--- config.mk ---
export PLATFORM = sky130hd
export DESIGN_NAME = multiplier
export DESIGN_NICKNAME = d
export VERILOG_FILES = /design/src/rtl/multiplier_pkg.sv /design/src/rtl/multiplier.sv
export SDC_FILE = /design/constraint.sdc
export NUM_CORES = 1
export LEC_CHECK = 0
export ABC_AREA = 1
export CAP_MARGIN = 20
export CORE_UTILIZATION = 40
export CTS_BUF_LIST = sky130_fd_sc_hd__clkbuf_16
export CTS_CLUSTER_DIAMETER = 200
export CTS_CLUSTER_SIZE = 24
export DETAILED_ROUTE_END_ITERATION = 10
export MAX_ROUTING_LAYER = met4
export PLACE_DENSITY = 0.74
export SYNTH_ARGS = -nofsm -noshare
export SYNTH_HDL_FRONTEND = slang
export SYNTH_SLANG_ARGS = --single-unit
--- constraint.sdc ---
create_clock -name Clk -period 1.8 [get_ports Clk]
set_clock_uncertainty 0.1 [all_clocks]
set_input_delay 0.18 -clock Clk [delete_from_list [all_inputs] [get_ports Clk]]
set_output_delay 0.18 -clock Clk [all_outputs]
set_load 0.01 [all_outputs]
--- src/rtl/multiplier_pkg.sv ---
// ----------------------------------------------------------------------------
// multiplier_pkg
// Shared definitions for the divider/multiplier pair: operand and result
// widths and the one-hot control-state encoding. The divider imports the same
// package so both blocks agree on widths and state flag ordering.
// ----------------------------------------------------------------------------
package multiplier_pkg;

   localparam int unsigned Q_W = 5;   // quotient / multiplier count
   localparam int unsigned Y_W = 7;   // divisor / multiplicand
   localparam int unsigned R_W = 5;   // remainder / addend
   localparam int unsigned P_W = 12;  // reconstructed dividend (31*127+31 = 3968)

   // One-hot encoding; bit order matches the {Qd, Qc, Qi} flag outputs.
   typedef enum logic [2:0] {
      ST_INITIAL = 3'b001,
      ST_COMPUTE = 3'b010,
      ST_DONE    = 3'b100
   } state_e;

endpackage : multiplier_pkg

--- src/rtl/multiplier.sv ---
// ----------------------------------------------------------------------------
// multiplier
// Reconstructs a dividend from a divider result, Product = Qin*Yin + Rin, by
// repeated addition of the multiplicand Qin times into an accumulator seeded
// with the remainder.
//
// Ports
//   Clk      : single clock, rising edge
//   Reset    : synchronous, active-high; wins over Start and Ack
//   Qin      : multiplier count (5 b, unsigned), loaded in INITIAL
//   Yin      : multiplicand (7 b, unsigned), loaded in INITIAL
//   Rin      : addend (5 b, unsigned), loaded in INITIAL
//   Start    : begin computation; sampled only in INITIAL
//   Ack      : result consumed; sampled only in DONE
//   Product  : accumulator register (12 b)
//   Done     : high while in DONE
//   Qi/Qc/Qd : one-hot state flags for INITIAL / COMPUTE / DONE
// ----------------------------------------------------------------------------
module multiplier
   import multiplier_pkg::*;
(
   input  logic           Clk,
   input  logic           Reset,
   input  logic [Q_W-1:0] Qin,
   input  logic [Y_W-1:0] Yin,
   input  logic [R_W-1:0] Rin,
   input  logic           Start,
   input  logic           Ack,
   output logic [P_W-1:0] Product,
   output logic           Done,
   output logic           Qi,
   output logic           Qc,
   output logic           Qd
);

   state_e         state_q, state_d;
   logic [P_W-1:0] acc_q,   acc_d;
   logic [Q_W-1:0] cnt_q,   cnt_d;
   logic [Y_W-1:0] yr_q,    yr_d;

   // Combined control and datapath next-state logic.
   always_comb begin
      // NOTE: every variable gets a default before the case so no path leaves
      // it unassigned; an unassigned path would infer a latch.
      state_d = state_q;
      acc_d   = acc_q;
      cnt_d   = cnt_q;
      yr_d    = yr_q;

      unique case (state_q)
         ST_INITIAL: begin
            // Operands are captured every idle cycle, so the values present in
            // the cycle Start is seen are the ones used.
            acc_d = {{(P_W-R_W){1'b0}}, Rin};
            cnt_d = Qin;
            yr_d  = Yin;
            if (Start) state_d = ST_COMPUTE;
         end
         ST_COMPUTE: begin
            if (cnt_q != '0) begin
               acc_d = acc_q + {{(P_W-Y_W){1'b0}}, yr_q};
               cnt_d = cnt_q - 1'b1;
            end
            // Leaving on the last addition (or immediately for Qin=0) gives
            // max(Qin,1) cycles in COMPUTE.
            if (cnt_q <= Q_W'(1)) state_d = ST_DONE;
         end
         ST_DONE: begin
            if (Ack) state_d = ST_INITIAL;
         end
         default: state_d = ST_INITIAL;
      endcase
   end

   // Single clocked process holding both control state and datapath.
   always_ff @(posedge Clk) begin
      // NOTE: non-blocking assignments keep every register sampling the
      // pre-edge values, independent of statement order.
      if (Reset) begin
         state_q <= ST_INITIAL;
         acc_q   <= '0;
         cnt_q   <= '0;
         yr_q    <= '0;
      end else begin
         state_q <= state_d;
         acc_q   <= acc_d;
         cnt_q   <= cnt_d;
         yr_q    <= yr_d;
      end
   end

   assign Product      = acc_q;
   assign Done         = (state_q == ST_DONE);
   assign {Qd, Qc, Qi} = state_q;

endmodule : multiplier

==> Yosys cells after proc, flatten, opt, wreduce, memory -nomap -nowiden <==
Cells that the tools add are included.
{ "op_classes": {"add_sub_neg": 2, "n_lt_le_gt_ge": 1, "n_eq_ne": 7, "mux": 8, "n_reduce_logical": 4} }
{ "ops": {"columns": ["cell", "n"], "rows": [
  ["$pmux W12 S2", 1],
  ["$add A12 B7 Y12", 1],
  ["$mux W12", 1],
  ["$pmux W5 S2", 1],
  ["$mux W3", 3],
  ["$pmux W3 S3", 1],
  ["$ne A2 B2 Y1 const B", 4],
  ["$le A5 B1 Y1 const B", 1],
  ["$mux W5", 1],
  ["$reduce_bool A5 Y1", 1],
  ["$sub A5 B1 Y5 const B", 1],
  ["$eq A3 B1 Y1 const B", 1],
  ["$eq A3 B2 Y1 const B", 1],
  ["$eq A3 B3 Y1 const B", 1],
  ["$reduce_and A3 Y1", 1],
  ["$reduce_and A2 Y1", 1],
  ["$reduce_bool A2 Y1", 1]
]} }
{ "word_totals": {"register_bits": 27, "in_bits": 21} }

==> Logic depth before layout (Yosys ltp) <==
{ "depth": {"depth_word": 3, "mapped_depth": 10} }

==> Least setup slack after synthesis <==
No wires, ideal clock.
{ "synth_timing": {"path_type": "reg-to-reg", "startpoint": "register acc_q[0] (netlist: Product[0])", "endpoint": "register acc_q[10] (netlist: Product[10])", "arrival_time_ns": 1.528, "t_required_ns": 1.586, "slack_ns": 0.057, "stages_incl_launch_ff": 10, "period_less_slack_ns": 1.743, "path_cell_list": "dfxtp_1 -> ha_1 -> inv_1 -> fa_1 -> o21ai_1 -> nand2_1 -> nand2_1 -> nand3_1 -> nand2_1 -> a21oi_2"} }
{ "synth_via": {"elab_chain_len": 3} }
{ "synth_rtl": {"columns": ["item", "line_no", "text"], "rows": [
  ["from (decl)", "multiplier.sv:37", "logic [P_W-1:0] acc_q, acc_d;"],
  ["from (signal assigned)", "multiplier.sv:81", "acc_q <= '0;"],
  ["from (signal assigned)", "multiplier.sv:86", "acc_q <= acc_d;"],
  ["$add A12 B7 Y12", "multiplier.sv:61", "acc_d = acc_q + {{(P_W-Y_W){1'b0}}, yr_q};"],
  ["$mux W12", "multiplier.sv:60", "if (cnt_q != '0) begin"],
  ["$pmux W12 S2", "multiplier.sv:50", "unique case (state_q)"]
]} }
Every way passes these cells. The select of a mux whose other input is x is not followed.
A chain may end at the register's enable or synchronous reset.

==> Worst setup path in the final report <==
{ "layout_timing": {"startpoint": "register yr_q[0]", "endpoint": "register acc_q[8] (netlist: Product[8])"} }
{ "layout_via": {"elab_chain_len": 3} }
{ "layout_rtl": {"columns": ["item", "line_no", "text"], "rows": [
  ["from (decl)", "multiplier.sv:39", "logic [Y_W-1:0] yr_q, yr_d;"],
  ["from (signal assigned)", "multiplier.sv:88", "yr_q <= yr_d;"],
  ["$add A12 B7 Y12", "multiplier.sv:61", null],
  ["$mux W12", "multiplier.sv:60", null],
  ["$pmux W12 S2", "multiplier.sv:50", null]
]} }
Every way passes these cells. The select of a mux whose other input is x is not followed.

==> key figures <==
Run status
  – Status: complete, no violations

Place
  – PortBufs: 36
  – Placer Congestion: 0.9309
  – Dpl cells: 319
  – DP HPWL: 2.974 mm
  – Placed cell area: between 2000 and 2500 um^2

Global routing
  – Vias in the first global route: 1585
  – GRT Total Usage: 0.2131
  – M2 GR Usage: 0.3648
  – Grt met3 use: 0.04310
  – GR Layer Usage met1: 0.2571
  – Overflow after GRT: 0
  – Busiest layer in global routing: met2
  – Global-route wire length before repair: 6.913 mm
  – Initial antenna violation count: 0
  – Largest net degree at the start of global routing: 17

Power
  – PD cells: 852.4 nW/um^2
  – Leakage power: 0.9492 nW
  – P_sw: 0.0006136 W
  – Max rail drop VDD: 0.6297 mV
  – Internal: 0.001245 W
  – Sequential power share: 0.390
  – Switching Fraction: 0.3301
  – Comb pwr share: 0.340
  – Clock power frac: 0.270

Logic synthesis
  – Ys async rst share: 0
  – FF+latch count, synth: 27
  – Syn Inst Count: 237
  – Synth Flop Type: dfxtp_1
  – Synthesized cell area: ~1600 um^2
  – Register area share after synthesis: 0.3285
  – Count of cell types in the netlist: 37
  – Syn Nets: 269
  – Synth Area per Inst: 6.942 um^2
  – Warnings from Yosys: 0
  – Post-synth EDFFs: 0

Route
  – Final WL: 3.865 mm
  – DR DRC count: 0
  – Drt pass-1 iters: 4
  – Vias per cell: 5.037
  – Final ANT Viol Nets: 0
  – 1st-iter DRT viols: between 60 and 70
  – DR vias: 1627
  – WL/cell: 11.97 um

Critical path
  – Worst path slowest cell: fa_2
  – Flop2flop setup slack: about 0.11 ns
  – Worst setup SP type: flop
  – Crit path required time: 1.85 ns
  – Worst-path cell chain: ha_4 -> inv_1 -> fa_2 -> o21ai_2 -> nand2_1 -> nand2_2 -> nand3_1 -> nand2_1 -> nor2_1
  – Worst Path Arrival: 1.74 ns
  – Reg2reg path depth: 9
  – Endpoint type of the worst setup path: flop
  – CP top delay family: adder cells
  – R2R Path End: Product[8]
  – Crit-path max cell delay: 0.39 ns
  – Crit path max fanout: 4
  – Crit Reg-Reg Startpoint: yr_q[0]
  – Crit path buffers/inverters: 1
  – Most used cell along the critical path: nand2_1
  – WS Path Type: reg -> reg

CTS
  – Max clock buf depth: 2
  – Num CTS Buffers: 3
  – H-tree depth: 1
  – Sink Count: 27
  – Worst-skew pair later-pin latency: 0.25 ns
  – Root buffer cell: clkbuf_16
  – CTS tree: done
  – Clock-pin transition on the worst setup and hold timing paths: 0.07 ns

Min path
  – Hold_sp: cnt_q[1]
  – Worst Hold Depth: 2
  – Hold Path Sink: cnt_q[1]
  – Hold/Removal Path Class: reg -> reg

Job
  – Max-cap violations: 0

STA
  – Final min period: 1.685 ns
  – Final Hold Fails: 0
  – Setup_tns: 0 ns
  – Period utilization: 0.9363
  – Final Setup Violations: 0
  – F_max: 593.4 MHz
  – Final slew viol count: 0
  – Max-Slew Margin vs Limit: 0.6852
  – Worst-Margin Slew: 0.4717 ns
  – Minimum hold slack: a little under 0.4 ns

Layout
  – Nets@finish: 308
  – Fin util: 0.5741
  – Design Area, Final: between 2000 and 2500 um^2
  – # diodes: 0
  – Share of cells above drive strength 1: 0.1236
  – Fillers: roughly 380
  – Area Overhead vs Synth: 32.55%
  – Final cell count without fillers: around 320

Floorplanning
  – Ports: 37
  – Die Y: 66.14 um
  – Die area: about 4400 um^2
  – Die X: 66.14 um
  – Rows: 22
  – Initial core utilization: 0.4331
  – CORE AREA: 3799 um^2
==> power by group through the flow <==
stage	logic (W)	clock network, W	registers, W
floorplan	0.000417	0	0.000731
global placement	0.000597	0	0.000727
detailed placement	0.000607	0	0.000729
CTS	0.000616	0.000514	0.000717
global route	0.000721	0.000535	0.000734
finish	0.000633	0.000501	0.000725
==> kinds of logic (layout without fill, tap and decap cells) <==
kind of cell | after synthesis | after routing | share of synthesized area
and+or+nand+nor | 109 | 109 | 0.3034
buffers and inverters | 36 | 74 | 0.09582
xor gates and xnor gates | 3 | 3 | 0.01597
AOI/OAI and AO/OA | 51 | 51 | 0.1681
adders and majority gates | 11 | 11 | 0.08821
DFF | 27 | 27 | 0.3285
==> worst reg2reg max path, stage by stage (launching register included) <==
cell     delay, ns
dfxtp_2       0.35
ha_4          0.13
inv_1         0.05
fa_2          0.39
o21ai_2       0.17
nand2_1       0.09
nand2_2       0.10
nand3_1       0.08
nand2_1       0.08
nor2_1        0.04
==> flip-flops by register name, summed over array words and instances (netlist names) <==
name / flops
Product: 12
cnt_q: 5
state_q: 3
yr_q: 7
==> worst max-delay path by stage <==
stage,from,to,slack [ns],cells past startpoint
2_1_floorplan,Product[0],Product[10],0.06,9
3_3_place_gp,Product[0],Product[10],0.05,9
3_5_place_dp,Product[0],Product[10],-0.02,9
4_1_cts,state_q[2],Done,0.02,3
5_1_grt,yr_q[0],Product[10],-0.009,9
6_report,yr_q[0],Product[8],0.11,9
==> cells in the mapped netlist (2+ instances only) <==
cell	n	area share
nand4_1	2	0.0076
nand3_1	12	0.037
dfxtp_1	27	0.33
a31oi_1	2	0.0076
a21oi_1	21	0.064
inv_2	3	0.0068
nand3b_1	2	0.0091
nand2_4	2	0.014
ha_1	10	0.076
xnor2_1	2	0.011
clkbuf_1	2	0.0046
nand3_2	2	0.012
buf_6	2	0.014
o21ai_0	17	0.052
nand2_1	51	0.12
nor2_1	28	0.064
inv_1	26	0.059
or2_2	2	0.0076
nand2_2	2	0.0076
o21ai_1	5	0.015
==> area by class of cell <==
cell class	count	area, um^2	area share
sequential	27	543.0	0.2490
multi-input combinational	174	992.2	0.4550
clock buffer	3	75.07	0.03442
tap	48	60.06	0.02754
clock inverter	1	5.005	0.002295
inverter	30	115.1	0.05278
timing repair buffer	40	390.4	0.1790
==> per-layer routing <==
| layer | up-vias | part of all wire |
|---|---|---|
| met5 | - | 0 |
| met4 | 0 | 0.0054 |
| met3 | 2 | 0.040 |
| met2 | 31 | 0.50 |
| met1 | 742 | 0.46 |
| li1 | 852 | - |
==> stage by stage <==
step	power, W	worst slack [ns]
final	0.001859	0.1147
after floorplan	0.001149	0.05731
after detailed placement	0.001336	-0.02197
after CTS	0.001847	0.02077
after global routing	0.001990	-0.009249
after global placement	0.001323	0.04722
==> what timing repair did <==
| item | in CTS | in global routing |
|---|---|---|
| setup endpoints to repair | 2 | 6 |
| buffers inserted | 0 | 0 |
| hold buffers | 0 | 0 |
| gates resized for setup | 2 | 10 |
| pin swaps | 0 | 6 |
==> layout by cell type, fill, tap and decap left out, types with 3 or more instances in the layout <==
cell	instances
nand2_1	50
o21ai_0	16
buf_4	4
o21ai_1	4
nand2_2	3
inv_1	26
inv_2	3
clkbuf_16	3
a21oi_1	21
ha_1	8
nor2_1	27
clkdlybuf4s50_1	36
dfxtp_1	25
nand3_1	12
Power figures use the tool's default switching activity.
